<file path="src/rtl/count_n_ud_if.sv">
// Control and status bundle of the count_n_ud up/down counter.
// The master drives the controls; the counter (slave) returns count, TC and WRAP.
interface count_n_ud_if #(
  parameter int WIDTH = 8
);
  logic             EN;
  logic             load;
  logic             up;
  logic             sat;
  logic [WIDTH-1:0] MAX;
  logic [WIDTH-1:0] CNT_In;
  logic [WIDTH-1:0] CNT;
  logic             TC;
  logic             WRAP;

  modport master (
    output EN, load, up, sat, MAX, CNT_In,
    input  CNT, TC, WRAP
  );

  modport slave (
    input  EN, load, up, sat, MAX, CNT_In,
    output CNT, TC, WRAP
  );
endinterface

</file>
<file path="src/rtl/count_n_ud.sv">
// WIDTH-bit up/down counter with programmable inclusive bound MAX,
// wrap/saturate mode, combinational terminal count and registered wrap pulse.
module count_n_ud #(
  parameter int WIDTH = 8
) (
  input  logic        clk,
  input  logic        res,
  count_n_ud_if.slave bus
);

  localparam logic [WIDTH-1:0] ZERO = {WIDTH{1'b0}};
  localparam logic [WIDTH-1:0] ONE  = {{(WIDTH-1){1'b0}}, 1'b1};

  logic [WIDTH-1:0] r_cnt;
  logic             r_wrap;
  logic [WIDTH-1:0] w_cnt_nxt;
  logic             w_wrap_nxt;
  logic             w_at_top;
  logic             w_at_zero;

  // A count above MAX (MAX lowered at run time) is treated as at the top bound.
  assign w_at_top  = (r_cnt >= bus.MAX);
  assign w_at_zero = (r_cnt == ZERO);

  // Next-state selection: load, then hold, then the directed step.
  always_comb begin
    w_cnt_nxt  = r_cnt;
    w_wrap_nxt = 1'b0;
    if (bus.load) begin
      w_cnt_nxt = (bus.CNT_In > bus.MAX) ? bus.MAX : bus.CNT_In;
    end else if (!bus.EN) begin
      w_cnt_nxt = r_cnt;
    end else if (bus.up) begin
      if (!w_at_top) begin
        w_cnt_nxt = r_cnt + ONE;
      end else if (bus.sat) begin
        w_cnt_nxt = bus.MAX;
      end else begin
        w_cnt_nxt  = ZERO;
        w_wrap_nxt = 1'b1;
      end
    end else begin
      if (r_cnt > bus.MAX) begin
        w_cnt_nxt = bus.MAX;
      end else if (!w_at_zero) begin
        w_cnt_nxt = r_cnt - ONE;
      end else if (bus.sat) begin
        w_cnt_nxt = ZERO;
      end else begin
        w_cnt_nxt  = bus.MAX;
        w_wrap_nxt = 1'b1;
      end
    end
  end

  // Count and wrap-pulse registers with asynchronous clear.
  always_ff @(posedge clk or negedge res) begin
    if (!res) begin
      r_cnt  <= ZERO;
      r_wrap <= 1'b0;
    end else begin
      r_cnt  <= w_cnt_nxt;
      r_wrap <= w_wrap_nxt;
    end
  end

  assign bus.CNT  = r_cnt;
  assign bus.WRAP = r_wrap;
  assign bus.TC   = bus.EN & ~bus.load & ((bus.up & w_at_top) | (~bus.up & w_at_zero));

endmodule

</file>
<file path="src/flat_wrapper.sv">
// flat-port wrapper written by rule: the top's interface ports become plain ports
module count_n_ud_flat 
#(
  parameter int WIDTH = 8
)
  (clk, res, bus_EN, bus_load, bus_up, bus_sat, bus_MAX, bus_CNT_In, bus_CNT, bus_TC, bus_WRAP);
  count_n_ud_if #(.WIDTH(WIDTH)) bus_i ();
  input  logic clk;
  input  logic res;
  input wire logic [$bits(bus_i.EN)-1:0] bus_EN;
  input wire logic [$bits(bus_i.load)-1:0] bus_load;
  input wire logic [$bits(bus_i.up)-1:0] bus_up;
  input wire logic [$bits(bus_i.sat)-1:0] bus_sat;
  input wire logic [$bits(bus_i.MAX)-1:0] bus_MAX;
  input wire logic [$bits(bus_i.CNT_In)-1:0] bus_CNT_In;
  output wire logic [$bits(bus_i.CNT)-1:0] bus_CNT;
  output wire logic [$bits(bus_i.TC)-1:0] bus_TC;
  output wire logic [$bits(bus_i.WRAP)-1:0] bus_WRAP;
  assign bus_i.EN = bus_EN;
  assign bus_i.load = bus_load;
  assign bus_i.up = bus_up;
  assign bus_i.sat = bus_sat;
  assign bus_i.MAX = bus_MAX;
  assign bus_i.CNT_In = bus_CNT_In;
  assign bus_CNT = bus_i.CNT;
  assign bus_TC = bus_i.TC;
  assign bus_WRAP = bus_i.WRAP;
  count_n_ud #(.WIDTH(WIDTH)) u_core (.clk(clk), .res(res), .bus(bus_i));
endmodule
</file>
<file path="config.mk">
export PLATFORM = sky130hd
export DESIGN_NAME = count_n_ud_flat
export DESIGN_NICKNAME = d
export VERILOG_FILES = /design/src/rtl/count_n_ud_if.sv /design/src/rtl/count_n_ud.sv /design/src/flat_wrapper.sv
export SDC_FILE = /design/constraint.sdc
export NUM_CORES = 1
export LEC_CHECK = 0
export ABC_AREA = 1
export BUFFER_PORTS_ARGS = -buffer_cell sky130_fd_sc_hd__buf_2
export CORE_ASPECT_RATIO = 2
export CORE_MARGIN = 1.5
export CORE_UTILIZATION = 30
export CTS_BUF_LIST = sky130_fd_sc_hd__clkbuf_2
export DETAILED_ROUTE_END_ITERATION = 16
export SLEW_MARGIN = 30
export SYNTH_ARGS = -nofsm -noshare
export SYNTH_HDL_FRONTEND = slang
export SYNTH_SLANG_ARGS = --single-unit
</file>
<file path="constraint.sdc">
create_clock -name clk -period 5 [get_ports clk]
set_clock_uncertainty 0.2 [all_clocks]
set_input_delay 1.25 -clock clk [delete_from_list [all_inputs] [get_ports clk]]
set_output_delay 1.25 -clock clk [all_outputs]
set_load 0.005 [all_outputs]
</file>
Yosys cells after proc, flatten, opt, wreduce, memory -nomap -nowiden
Index checks and enable logic that the tools add are counted.
Cells by class
  add/sub/neg operators: 2
  order comparisons: 3
  mux-type cells: 16
  bitwise logic cells: 7
  reduce and logical (&&, ||, !) cells: 2
Operators with widths (count)
  $mux 8: 9
  $gt 8x8->1: 2
  $add 8x1->8 const B: 1
  $ge 8x8->1: 1
  $logic_not 8->1: 1
  $sub 8x1->8 const B: 1
  $mux 1: 7
  $and 1x1->1: 4
  $not 1->1: 2
  $reduce_bool 2->1: 1
  $or 1x1->1: 1
Storage, ports and cells
  flip-flop bits (word level): 9
  bits of input ports: 22
  output and inout bits: 10
  word-level logic and storage cells: 32

Longest topological paths before layout
  depth after elaboration: 6
  mapped depth: 15
  depth with buffers taken out: 15

Worst setup path after synthesis
OpenSTA, ideal clock, no wires.
  path type: input port to output port
  start: in bus_MAX[7]
  end: out bus_TC
  arrival: 2.457 ns
  data required time: 3.550 ns
  path slack: 1.093 ns
  stages on the path: 7
  buffers on the path: 0
  path through: inv_1 ha_1 a21o_1 nor2_4 nand3_2 o21ai_0 inv_1
On the way
  cells in the longest elaborated chain, start to end: 4
RTL lines
  start: declaration: RTL line flat_wrapper.sv:14  | input wire logic [$bits(bus_i.MAX)-1:0] bus_MAX;
  $ge 8x8->1: RTL line count_n_ud.sv:22  | assign w_at_top = (r_cnt >= bus.MAX);
  $and 1x1->1: RTL line count_n_ud.sv:69  | assign bus.TC = bus.EN & ~bus.load & ((bus.up & w_at_top) | (~bus.up & w_at_zero));
  $or 1x1->1: RTL line count_n_ud.sv:69
  $and 1x1->1: RTL line count_n_ud.sv:69
  end: declaration: RTL line flat_wrapper.sv:17  | output wire logic [$bits(bus_i.TC)-1:0] bus_TC;
No other way between the ends.

Worst setup path after layout
Same ends and word-level chain as after synthesis.

==> results.json <==
{
  "dp.cells": 388,
  "endpoint_kind": "output port",
  "io_buffers": 31,
  "dpl_cell_area_um2": 1961,
  "antenna_found_initial": 0,
  "p_comb_frac": 0.659,
  "synth_seq_cells": 9,
  "critical_path.startpoint": "bus_MAX[7]",
  "p_clk_frac": 0.092,
  "coreArea_um2": 5758,
  "cp.buffers_inverters": 4,
  "yosysWarnings": 0,
  "diodes": 0,
  "post-cts-setup-buffers": 0,
  "die-area_um2": 6499,
  "top_level_ports": 32,
  "drive_above_1_share": 0.1541,
  "setup_tns_ps": 0,
  "synth_area_per_cell_um2": 5.880,
  "drv_cap": 0,
  "clockBufferDepth": 2,
  "die_h_um": 112.5,
  "power_density_nw_per_um2": 240.5,
  "max_stage_delay_ps": 300,
  "fmax_mhz": 228.2,
  "vias_per_cell": 5.276,
  "place_congestion": 0.9152,
  "synth_top_area_share": 0.1878,
  "switching_share": 0.5442,
  "post-synth-top-area-cell": "nand2_1",
  "synth_area_um2": 1799,
  "cp.depth": 9,
  "gr-total-overflow": 0,
  "p_leak_nw": 1.112,
  "dr_total_vias": 2068,
  "drt_wl_total_um": 6151,
  "power_switching_uw": 259.2,
  "vdd_drop_max_mv": 0.1494,
  "dr.pass1.iters": 12,
  "cp_cell_sequence": "buf_2 > inv_1 > ha_1 > a21o_1 > nor2_4 > nand3_2 > o21ai_0 > inv_1 > buf_2",
  "slew_headroom": 0.6421,
  "synthDistinctLibCells": 30,
  "status": "finished with violations",
  "required_ps": 3550,
  "worstSetupStartpointType": "primary input",
  "ys.flop_type": "dfrtp_1",
  "grt_max_degree": 19,
  "grt_pass1_vias": 2037,
  "cts_tree": "yes",
  "grt_setup_unrepaired": "no",
  "final_hold_viol_count": 0,
  "final_area_um2": 1981,
  "reg2reg_to": "u_core.bus.WRAP",
  "htree_levels": 1,
  "crit_fanout": 10,
  "internal_power_uw": 217.1,
  "worstMarginPinSlew_ps": 536.9,
  "clock_sinks": 9,
  "critical-path-top-delay-family": "simple AND/OR/NAND/NOR gates",
  "antenna_left": 0,
  "syn2layout_area_growth_pct": 10.08,
  "die_x_um": 57.76,
  "wl_per_cell_um": 15.69,
  "final_core_util": 0.3440,
  "setup_viol": 0,
  "reg2reg_from": "u_core.bus.CNT[5]",
  "drc": 1,
  "fin_crit_ps": 4382,
  "ys_seq_area_frac": 0.1252,
  "hold_class": "in -> async",
  "instances_no_fill": 392,
  "drt-initial-drc-count": 94,
  "critical_path_arrival_ps": 2930,
  "critical_path_class": "in -> out",
  "start_util": 0.3125,
  "placementRows": 39,
  "violations": "design-rule violations",
  "cts_resized": 0,
  "synthArstFlopShare": 1.000,
  "track_usage": 0.1974,
  "slowest_stage": "ha_1",
  "cts_buffers": 3,
  "dp.final_hpwl_um": 5119,
  "finalCritPeriodShare": 0.8763,
  "grt_pass1_wl_um": 9811,
  "clock_tree.root_cell": "clkbuf_2",
  "layout.filler_cells": 665,
  "synth_nets": 347,
  "power_frac_seq": 0.249,
  "nets": 373,
  "clk_pin_slew_ps": 80,
  "synthCells": 306,
  "reg2regPathDepth": 7,
  "cts_hold_buf": 0,
  "r2r_slack_ps": 2530,
  "drv_slew": 0,
  "synth_edf_count": 0,
  "clk_latency_ps": 230,
  "synth.area.top_cells": "nand2_1, nand3_1, ha_1, dfrtp_1, inv_1"
}
==> layer usage <==
layer  global-route usage  vias up  part of all wire
met5                    0        -                 0
met4               0.1395        0             0.090
met3              0.02189       29             0.034
met2               0.3561       68              0.53
met1               0.2000      914              0.34
li1                     -     1057                 -
==> how the worst max path moves through the flow <==
stage	to	slack (ps)
floorplan	bus_TC	1090
global placement	bus_TC	620
detailed placement	bus_TC	600
CTS	bus_TC	600
global route	bus_TC	450
finish	bus_TC	620
==> per-stage QoR <==
stage / total power, mW / worst slack (ps) / hold WS (ps)
floorplan: 0.3366 / 1093 / 496.9
global placement: 0.4328 / 623.9 / 650.2
detailed placement: 0.4333 / 601.3 / 641.5
CTS: 0.4792 / 598.6 / 637.2
global route: 0.5255 / 452.1 / 621.7
finish: 0.4763 / 618.3 / 644.2
==> sequential cells by signal, indices dropped and copies added, names as in the netlist <==
signal / flops
u_core.bus.CNT: 8
u_core.bus.WRAP: 1
==> cells in the mapped netlist (2+ instances only) <==
library cell and count:
nand3_1 50, nand2_1 90, nand2_4 2, xor2_1 4
nor2_4 4, buf_6 3, o21ai_1 3, nand2_2 2
o21ai_0 7, a21oi_1 13, ha_1 19, inv_1 34
nor2_2 2, buf_2 5, dfrtp_1 9, o21ai_2 2
nor2_1 34, nand4_1 10, o21bai_1 2
==> layout by cell type, fill, tap and decap left out, drive strengths merged <==
master	synthesis	final
xnor2	1	1
clkbuf	0	4
o21a	1	1
buf	10	31
a21boi	1	1
nand3	51	51
ha	19	19
nor2	40	40
or2	1	1
a21oi	13	13
nand4	12	12
nand2	94	94
o21ai	12	12
clkinv	1	1
xor2	4	4
inv	34	34
dfrtp	9	9
a21o	1	1
o21bai	2	2
==> power groups by stage <==
stage	combinational (mW)	clock [mW]	sequential [mW]
3_3_place_gp	0.311	0	0.121
5_1_grt	0.353	0.0509	0.122
3_5_place_dp	0.313	0	0.121
2_1_floorplan	0.233	0	0.103
6_report	0.314	0.0437	0.119
4_1_cts	0.314	0.0461	0.119
==> area by class of cell <==
type                    count  area (um^2)  area share
clock buffers               4        20.02     0.01011
inverters                  35        131.4     0.06633
repair buffers             31        155.1     0.07833
multi-input cells         252         1373      0.6930
flip-flops and latches      9        225.2      0.1137
well taps                  61        76.32     0.03853
==> kinds of logic after synthesis <==
| family | after synthesis | synth area share |
|---|---|---|
| AND/OR/NAND/NOR | 198 | 0.5118 |
| flip-flops | 9 | 0.1252 |
| AO/OA/AOI/OAI | 30 | 0.09457 |
| buffers and inverters | 45 | 0.1120 |
| XOR/XNOR | 5 | 0.02434 |
| adder cells (fa/ha/maj) | 19 | 0.1321 |
Power figures use the tool's default switching activity.
